$ cat config.mk
export PLATFORM = sky130hd
export DESIGN_NAME = plane_mover
export DESIGN_NICKNAME = d
export VERILOG_FILES = /design/src/rtl/plane_mover.sv
export SDC_FILE = /design/constraint.sdc
export NUM_CORES = 1
export LEC_CHECK = 0
export CAP_MARGIN = 20
export CORE_AREA = 3 3 71 73
export CTS_BUF_LIST = sky130_fd_sc_hd__clkbuf_4 sky130_fd_sc_hd__clkbuf_8
export DETAILED_ROUTE_END_ITERATION = 10
export DIE_AREA = 0 0 74 76
export REMOVE_ABC_BUFFERS = 1
export SLEW_MARGIN = 10
export SYNTH_ARGS = -nofsm -noshare
export SYNTH_HDL_FRONTEND = slang
export SYNTH_SLANG_ARGS = --single-unit
$ cat constraint.sdc
create_clock -name clk -period 3.5 [get_ports clk]
set_clock_uncertainty 0.1 [all_clocks]
set_input_delay 0.7 -clock clk [delete_from_list [all_inputs] [get_ports clk]]
set_output_delay 0.7 -clock clk [all_outputs]
set_load 0.02 [all_outputs]
$ cat src/rtl/plane_mover.sv
// plane_mover
//   Turns move codes from the keyboard controls (0 = down, 1 = up, 2/3 = none)
//   into a STEP-pixel vertical glide of the plane. The plane moves one pixel per
//   frame tick and is clamped to [Y_MIN, Y_MAX]. While a glide is in progress,
//   one further command can be queued, and the most recent one wins.
//
// Ports
//   clk        in   system clock
//   rst_n      in   asynchronous-assert, active-low reset (release synchronised)
//   move       in   [1:0] move code: 0 = down, 1 = up, 2/3 = no-op
//   frame_tick in   one-clk pulse per video frame
//   plane_y    out  [W-1:0] current plane Y (registered)
//   busy       out  high while gliding up or down
//   at_top     out  plane_y == Y_MIN
//   at_bottom  out  plane_y == Y_MAX
module plane_mover #(
  parameter int unsigned W      = 10,
  parameter int unsigned Y_MIN  = 0,
  parameter int unsigned Y_MAX  = 440,
  parameter int unsigned Y_INIT = 240,
  parameter int unsigned STEP   = 16
) (
  input  logic         clk,
  input  logic         rst_n,
  input  logic [1:0]   move,
  input  logic         frame_tick,
  output logic [W-1:0] plane_y,
  output logic         busy,
  output logic         at_top,
  output logic         at_bottom
);

  localparam logic [W-1:0] YMIN_C  = W'(Y_MIN);
  localparam logic [W-1:0] YMAX_C  = W'(Y_MAX);
  localparam logic [W-1:0] YINIT_C = W'(Y_INIT);
  localparam logic [W-1:0] STEP_C  = W'(STEP);
  localparam logic [W-1:0] ONE_C   = W'(1);

  typedef enum logic [1:0] {
    IDLE      = 2'd0,
    MOVE_UP   = 2'd1,
    MOVE_DOWN = 2'd2
  } state_e;

  state_e         state_q, state_d;
  logic [W-1:0]   y_q, y_d;
  logic [W-1:0]   rem_q, rem_d;
  logic           pend_v_q, pend_v_d;
  logic           pend_up_q, pend_up_d;
  logic           rst_ok_q;

  logic           cmd_valid;
  logic           cmd_up;
  logic           move_valid;

  assign move_valid = (move == 2'd0) || (move == 2'd1);

  // Reset release is aligned to clk: the datapath is held in its reset values
  // for the first edge after release and samples commands from the second.
  always_ff @(posedge clk or negedge rst_n) begin
    if (!rst_n) begin
      rst_ok_q <= 1'b0;
    end else begin
      rst_ok_q <= 1'b1;
    end
  end

  always_comb begin
    state_d   = state_q;
    y_d       = y_q;
    rem_d     = rem_q;
    pend_v_d  = pend_v_q;
    pend_up_d = pend_up_q;
    cmd_valid = 1'b0;
    cmd_up    = 1'b0;

    unique case (state_q)
      IDLE: begin
        // A queued command takes priority; a live move in the same cycle is lost.
        if (pend_v_q) begin
          cmd_valid = 1'b1;
          cmd_up    = pend_up_q;
          pend_v_d  = 1'b0;
        end else if (move_valid) begin
          cmd_valid = 1'b1;
          cmd_up    = move[0];
        end

        if (cmd_valid) begin
          if (cmd_up && (y_q > YMIN_C)) begin
            state_d = MOVE_UP;
            rem_d   = STEP_C;
          end else if (!cmd_up && (y_q < YMAX_C)) begin
            state_d = MOVE_DOWN;
            rem_d   = STEP_C;
          end
        end
      end

      MOVE_UP: begin
        if (move_valid) begin
          pend_v_d  = 1'b1;
          pend_up_d = move[0];
        end
        if (frame_tick) begin
          // Bound checked before decrementing so Y_MIN = 0 cannot underflow.
          if (y_q == YMIN_C) begin
            state_d = IDLE;
            rem_d   = '0;
          end else begin
            y_d   = y_q - ONE_C;
            rem_d = rem_q - ONE_C;
            if ((rem_q == ONE_C) || (y_q == YMIN_C + ONE_C)) begin
              state_d = IDLE;
              rem_d   = '0;
            end
          end
        end
      end

      MOVE_DOWN: begin
        if (move_valid) begin
          pend_v_d  = 1'b1;
          pend_up_d = move[0];
        end
        if (frame_tick) begin
          if (y_q == YMAX_C) begin
            state_d = IDLE;
            rem_d   = '0;
          end else begin
            y_d   = y_q + ONE_C;
            rem_d = rem_q - ONE_C;
            if ((rem_q == ONE_C) || (y_q == YMAX_C - ONE_C)) begin
              state_d = IDLE;
              rem_d   = '0;
            end
          end
        end
      end

      default: begin
        state_d = IDLE;
        rem_d   = '0;
      end
    endcase
  end

  always_ff @(posedge clk or negedge rst_n) begin
    if (!rst_n) begin
      state_q   <= IDLE;
      y_q       <= YINIT_C;
      rem_q     <= '0;
      pend_v_q  <= 1'b0;
      pend_up_q <= 1'b0;
    end else if (!rst_ok_q) begin
      state_q   <= IDLE;
      y_q       <= YINIT_C;
      rem_q     <= '0;
      pend_v_q  <= 1'b0;
      pend_up_q <= 1'b0;
    end else begin
      state_q   <= state_d;
      y_q       <= y_d;
      rem_q     <= rem_d;
      pend_v_q  <= pend_v_d;
      pend_up_q <= pend_up_d;
    end
  end

  assign plane_y   = y_q;
  assign busy      = (state_q != IDLE);
  assign at_top    = (y_q == YMIN_C);
  assign at_bottom = (y_q == YMAX_C);

endmodule

# Yosys cells after proc, flatten, opt, wreduce, memory -nomap -nowiden
# Index checks and enable logic that the tools add are counted.
# word_totals
in_bits	5
register_bits	25
latchBits	0
out_inout_bits	13
ram_bits	0
rom_bits	0
wordCells	87
memories	0
# op_classes
div_mod_pow	0
add_sub_neg	3
n_mul	0
bitwise_logic	0
muxes	40
n_lt_le_gt_ge	2
n_reduce_logical	16
n_shift	0
n_eq_ne	20
# op_table
op	count
2-to-1 mux 10 bit	15
one-hot mux 10 bit (3 select lines)	1
== test 10 x 1 -> 1 bit (second input constant)	2
== test 10 x 9 -> 1 bit (second input constant)	2
2-to-1 mux 2 bit	10
one-hot mux 10 bit (2 select lines)	1
subtractor 10 x 1 -> 10 bit (second input constant)	2
inequality test 3 bit (second input constant)	5
inequality test 4 bit (second input constant)	3
2-to-1 mux 1 bit	11
adder 10 x 1 -> 10 bit (second input constant)	1
greater-than comparator 10 x 1 -> 1 bit (second input constant)	1
zero test 10 bit	1
< comparator 10 x 9 -> 1 bit (second input constant)	1
inequality test 3 x 2 -> 1 bit (second input constant)	2
one-hot mux 2 bit (3 select lines)	1
AND reduction 6 bit	1
AND reduction 5 bit	1
== test 2 x 1 -> 1 bit (second input constant)	2
zero test 2 bit	2
AND reduction 2 bit	2
AND reduction 4 bit	1
logical OR 1 bit	3
inequality test 3 x 1 -> 1 bit (second input constant)	1
other kinds (8)	9

# Logic depth before layout (Yosys ltp)
# depth
ltp_word	12
depth_mapped	9
ltp_nobuf	7

# Worst setup path before layout
# OpenSTA, ideal clock, no wires.
# synth_timing
path_kind	in2reg
from	in move[1]
to	reg state_q[1]
path_buffers	1
path_slack_ns	1.236
path_stages	6
arrival_ns	2.087
t_required_ns	3.322
cell_sequence	or3b_1 > a32o_1 > a31o_2 > buf_2 > a22oi_1 > o2bb2ai_1
# synth_between
elab_chain_len	10
word_cells_on_any_way	19
# synth_rtl
element	line	source
start: declaration	25	input logic [1:0] move,
== test 2 x 1 -> 1 bit or zero test 2 bit (tied branches)	56	assign move_valid = (move == 2'd0) || (move == 2'd1);
logical OR 1 bit *	56	
2-to-1 mux 1 bit	84	end else if (move_valid) begin
2-to-1 mux 1 bit	80	if (pend_v_q) begin
2-to-1 mux 1 bit	77	unique case (state_q)
logical AND 1 bit	90	if (cmd_up && (y_q > YMIN_C)) begin
2-to-1 mux 2 bit	90	
2-to-1 mux 2 bit	89	if (cmd_valid) begin
one-hot mux 2 bit (3 select lines)	77	
2-to-1 mux 2 bit	155	end else if (!rst_ok_q) begin
end signal: assignment	162	state_q <= state_d;
end: declaration	45	state_e state_q, state_d;
# Every way passes the cells marked *; elsewhere a longest branch is shown, timed or not. The select of a mux whose other input is x is not followed.
# A chain may end at the register's enable or synchronous reset.

# Worst setup path after layout
# layout_timing
from	reg y_q[2], in the netlist plane_y[2]
to	out at_top
# layout_between
elab_chain_len	1
# layout_rtl
element	line	source
start: declaration	46	logic [W-1:0] y_q, y_d;
start signal: assignment	163	y_q <= y_d;
zero test 10 bit	172	assign at_top = (y_q == YMIN_C);
end: declaration	29	output logic at_top,
# Every way passes these cells.

==> reports/qor.csv <==
metric,value,unit
fill_cells,448,
cts_max_level,1,
min_path_cells,2,
power_leakage,0.8317,nW
run_status,completed,
min_period,3.028,ns
min-delay-start,rem_q[6]$_DFFE_PN0P_,
layout_common_cells,"dfrtp_1 (21), nand2_1 (18), clkdlybuf4s50_1 (17)",
setup_violations,0,
cts_inserted_buffers,3,
hold_viol,0,
worstPathCellList,nor4_1 -> and3_1 -> clkdlybuf4s50_1,
p_per_area,782.2,nW/um^2
ys_warn_count,0,
r2r_cells,7,
crit_required,2.70,ns
fmax,330.3,MHz
clkLatencyLatePin,0.27,ns
start_util,40.16,%
syn2layout_area_growth,14.54,%
cts_buffer_depth,2,
drtAntennaViolNets,0,
grt_pass1_wl,7.182,mm
synth_top_flop_cell,dfrtp_1,
min_to,rem_q[6]$_DFFE_PN0P_,
final-seq-area,630.6,um^2
crit_path_end_kind,output port,
fin_crit_sh,86.50,%
die_w,74,um
syn_inst,205,
met1_length,2.019,mm
layout-drive-gt1-share,8.219,%
synth_area,1773,um^2
ys_async_sr_fraction,100.0,%
drt_iter0_drc,121,
vias,1605,
slowest_stage,clkdlybuf4s50_1,
crit_fanout,12,
tns,0,ns
core_area,4414,um^2
die_area,5624,um^2
wl_met2,1.766,mm
first_global_vias,1466,
nets,235,
grt_max_degree,30,
multi_input_area,1045,um^2
grt_antenna_before_repair,0,
worst_pin_slew,0.6888,ns
overflow,0,
layout_commonest_cell,dfrtp_1,
place_congestion,0.8095,
pin_count,18,
synth_edf_count,0,
ys_types,49,
syn_area_per_cell,8.649,um^2
drv_slew,0,
crit_type,reg -> out,
wl,3.975,mm
reg2reg_slack,0.98,ns
clockRootBuffer,clkbuf_8,
slew_headroom,53.73,%
drv_cap,0,
routed_via_density,5.923,
ys_seq_area_share,35.57,%
grtUsageTotal,15.69,%
hold_class,reg -> reg,
antennaDiodeCount,0,
regToRegEndpoint,rem_q[2]$_DFFE_PN0P_,
totalPowerFinal,1.588,mW
start_kind,flip-flop,
first_pass_iters,5,
port_buffers,17,
wl_met3,137,um
r2r_start,plane_y[0]$_DFFE_PN0P_,
cp_top_family,simple AND/OR/NAND/NOR gates,
die_y,76,um
cts_hold_buf,0,
cts_resized,0,
synth-seq-cells,25,
cts.sinks,25,
drc_errors,0,
rows,24,
top_layer,met4,
vdd_drop_max,415.6,uV
avgRoutedWirePerCell,14.67,um
clkTransAtPathRegs,0.10,ns
dpl.hpwl,2.880,mm
worstPathArrival,2.23,ns
cpPeakStageDelay,0.61,ns
cts_tree,done,
post_cts_buffers,0,
grt_setup_unrepaired,false,
path_buf_inv,1,
[tightest hold or removal path, delay by kind of cell, from the launching register on]
| kind | cells | cell delay (ns) |
|---|---|---|
| flip-flops | 1 | 0.41 |
| buffers and inverters | 1 | 0.06 |
| AO/OA/AOI/OAI | 1 | 0.05 |
[cell usage after synthesis (7+ instances only)]
| cell type | number | share of area (%) |
|---|---|---|
| inv_1 | 12 | 2.5 |
| nor2_1 | 8 | 1.7 |
| o21ai_0 | 7 | 2.0 |
| nand4_1 | 10 | 3.5 |
| dfrtp_1 | 21 | 30 |
| o211ai_1 | 9 | 3.8 |
| nand3_1 | 14 | 4.0 |
| nand2_1 | 18 | 3.8 |
| ha_1 | 10 | 7.1 |
| nand2b_1 | 7 | 2.5 |
[cells by family (layout without fill, tap and decap cells)]
group           count (synthesis)  after routing  share of synthesized area (%)
fa+ha+maj                      10             10                          7.057
simple gates                   90             90                          28.30
buf+inv                        23             37                          5.504
xor+xnor                        2              2                         0.9882
flops                          25             25                          35.57
mux                             3              3                          1.694
other cells                     1              1                         0.2115
compound gates                 51             51                          20.68
[where the power goes]
part | total [mW] | leakage [nW] | internal (mW) | switching [mW]
clock network | 0.182 | 0.0217 | 0.0808 | 0.101
logic | 0.882 | 0.486 | 0.368 | 0.514
registers | 0.525 | 0.324 | 0.389 | 0.135
total | 1.59 | 0.832 | 0.838 | 0.750
[sequential cells by signal, indices dropped and copies added (netlist names)]
register	flops
state_q	2
pend_up_q	1
rem_q	10
rst_ok_q	1
pend_v_q	1
plane_y	10
[routing by layer]
| layer | vias to the layer above | GRT usage [%] |
|---|---|---|
| met2 | 29 | 22.16 |
| li1 | 795 | - |
| met4 | 0 | 4.710 |
| met3 | 4 | 1.847 |
| met1 | 777 | 24.63 |
| met5 | - | 0 |
[layout make-up]
cell class / instances / share of cell area, %
well taps: 52 / 3.204
clock inverters: 1 / 0.3697
clock buffers: 3 / 2.033
repair buffers: 20 / 9.489
inverters: 13 / 2.403
flip-flops and latches: 25 / 31.05
multi-input cells: 157 / 51.45
[how the worst max path moves through the flow]
stage	start	to	slack (ns)	cells past startpoint
final	plane_y[2]$_DFFE_PN0P_	at_top	0.47	3
after global routing	plane_y[2]$_DFFE_PN0P_	at_top	0.37	3
after CTS	plane_y[2]$_DFFE_PN0P_	at_top	0.49	3
after detailed placement	move[0]	rem_q[4]$_DFFE_PN0P_	0.65	6
after global placement	move[0]	rem_q[4]$_DFFE_PN0P_	0.69	6
after floorplan	move[1]	rem_q[4]$_DFFE_PN0P_	1.21	5
[stage by stage]
| stage | setup WS, ns | area, um^2 | cells | hold slack [ns] | util, % |
|---|---|---|---|---|---|
| 4_1_cts | 0.4864 | 2031 | 271 | 0.4589 | 46.00 |
| 2_1_floorplan | 1.210 | 1724 | 195 | 0.3044 | - |
| 6_report | 0.4724 | 2031 | 271 | 0.4493 | 46.00 |
| 5_1_grt | 0.3661 | 2031 | 271 | 0.4926 | 46.00 |
| 3_3_place_gp | 0.6870 | 1982 | 267 | 0.4374 | 44.90 |
| 3_5_place_dp | 0.6462 | 1982 | 267 | 0.4429 | 44.90 |
(Power assumes the default switching activity.)
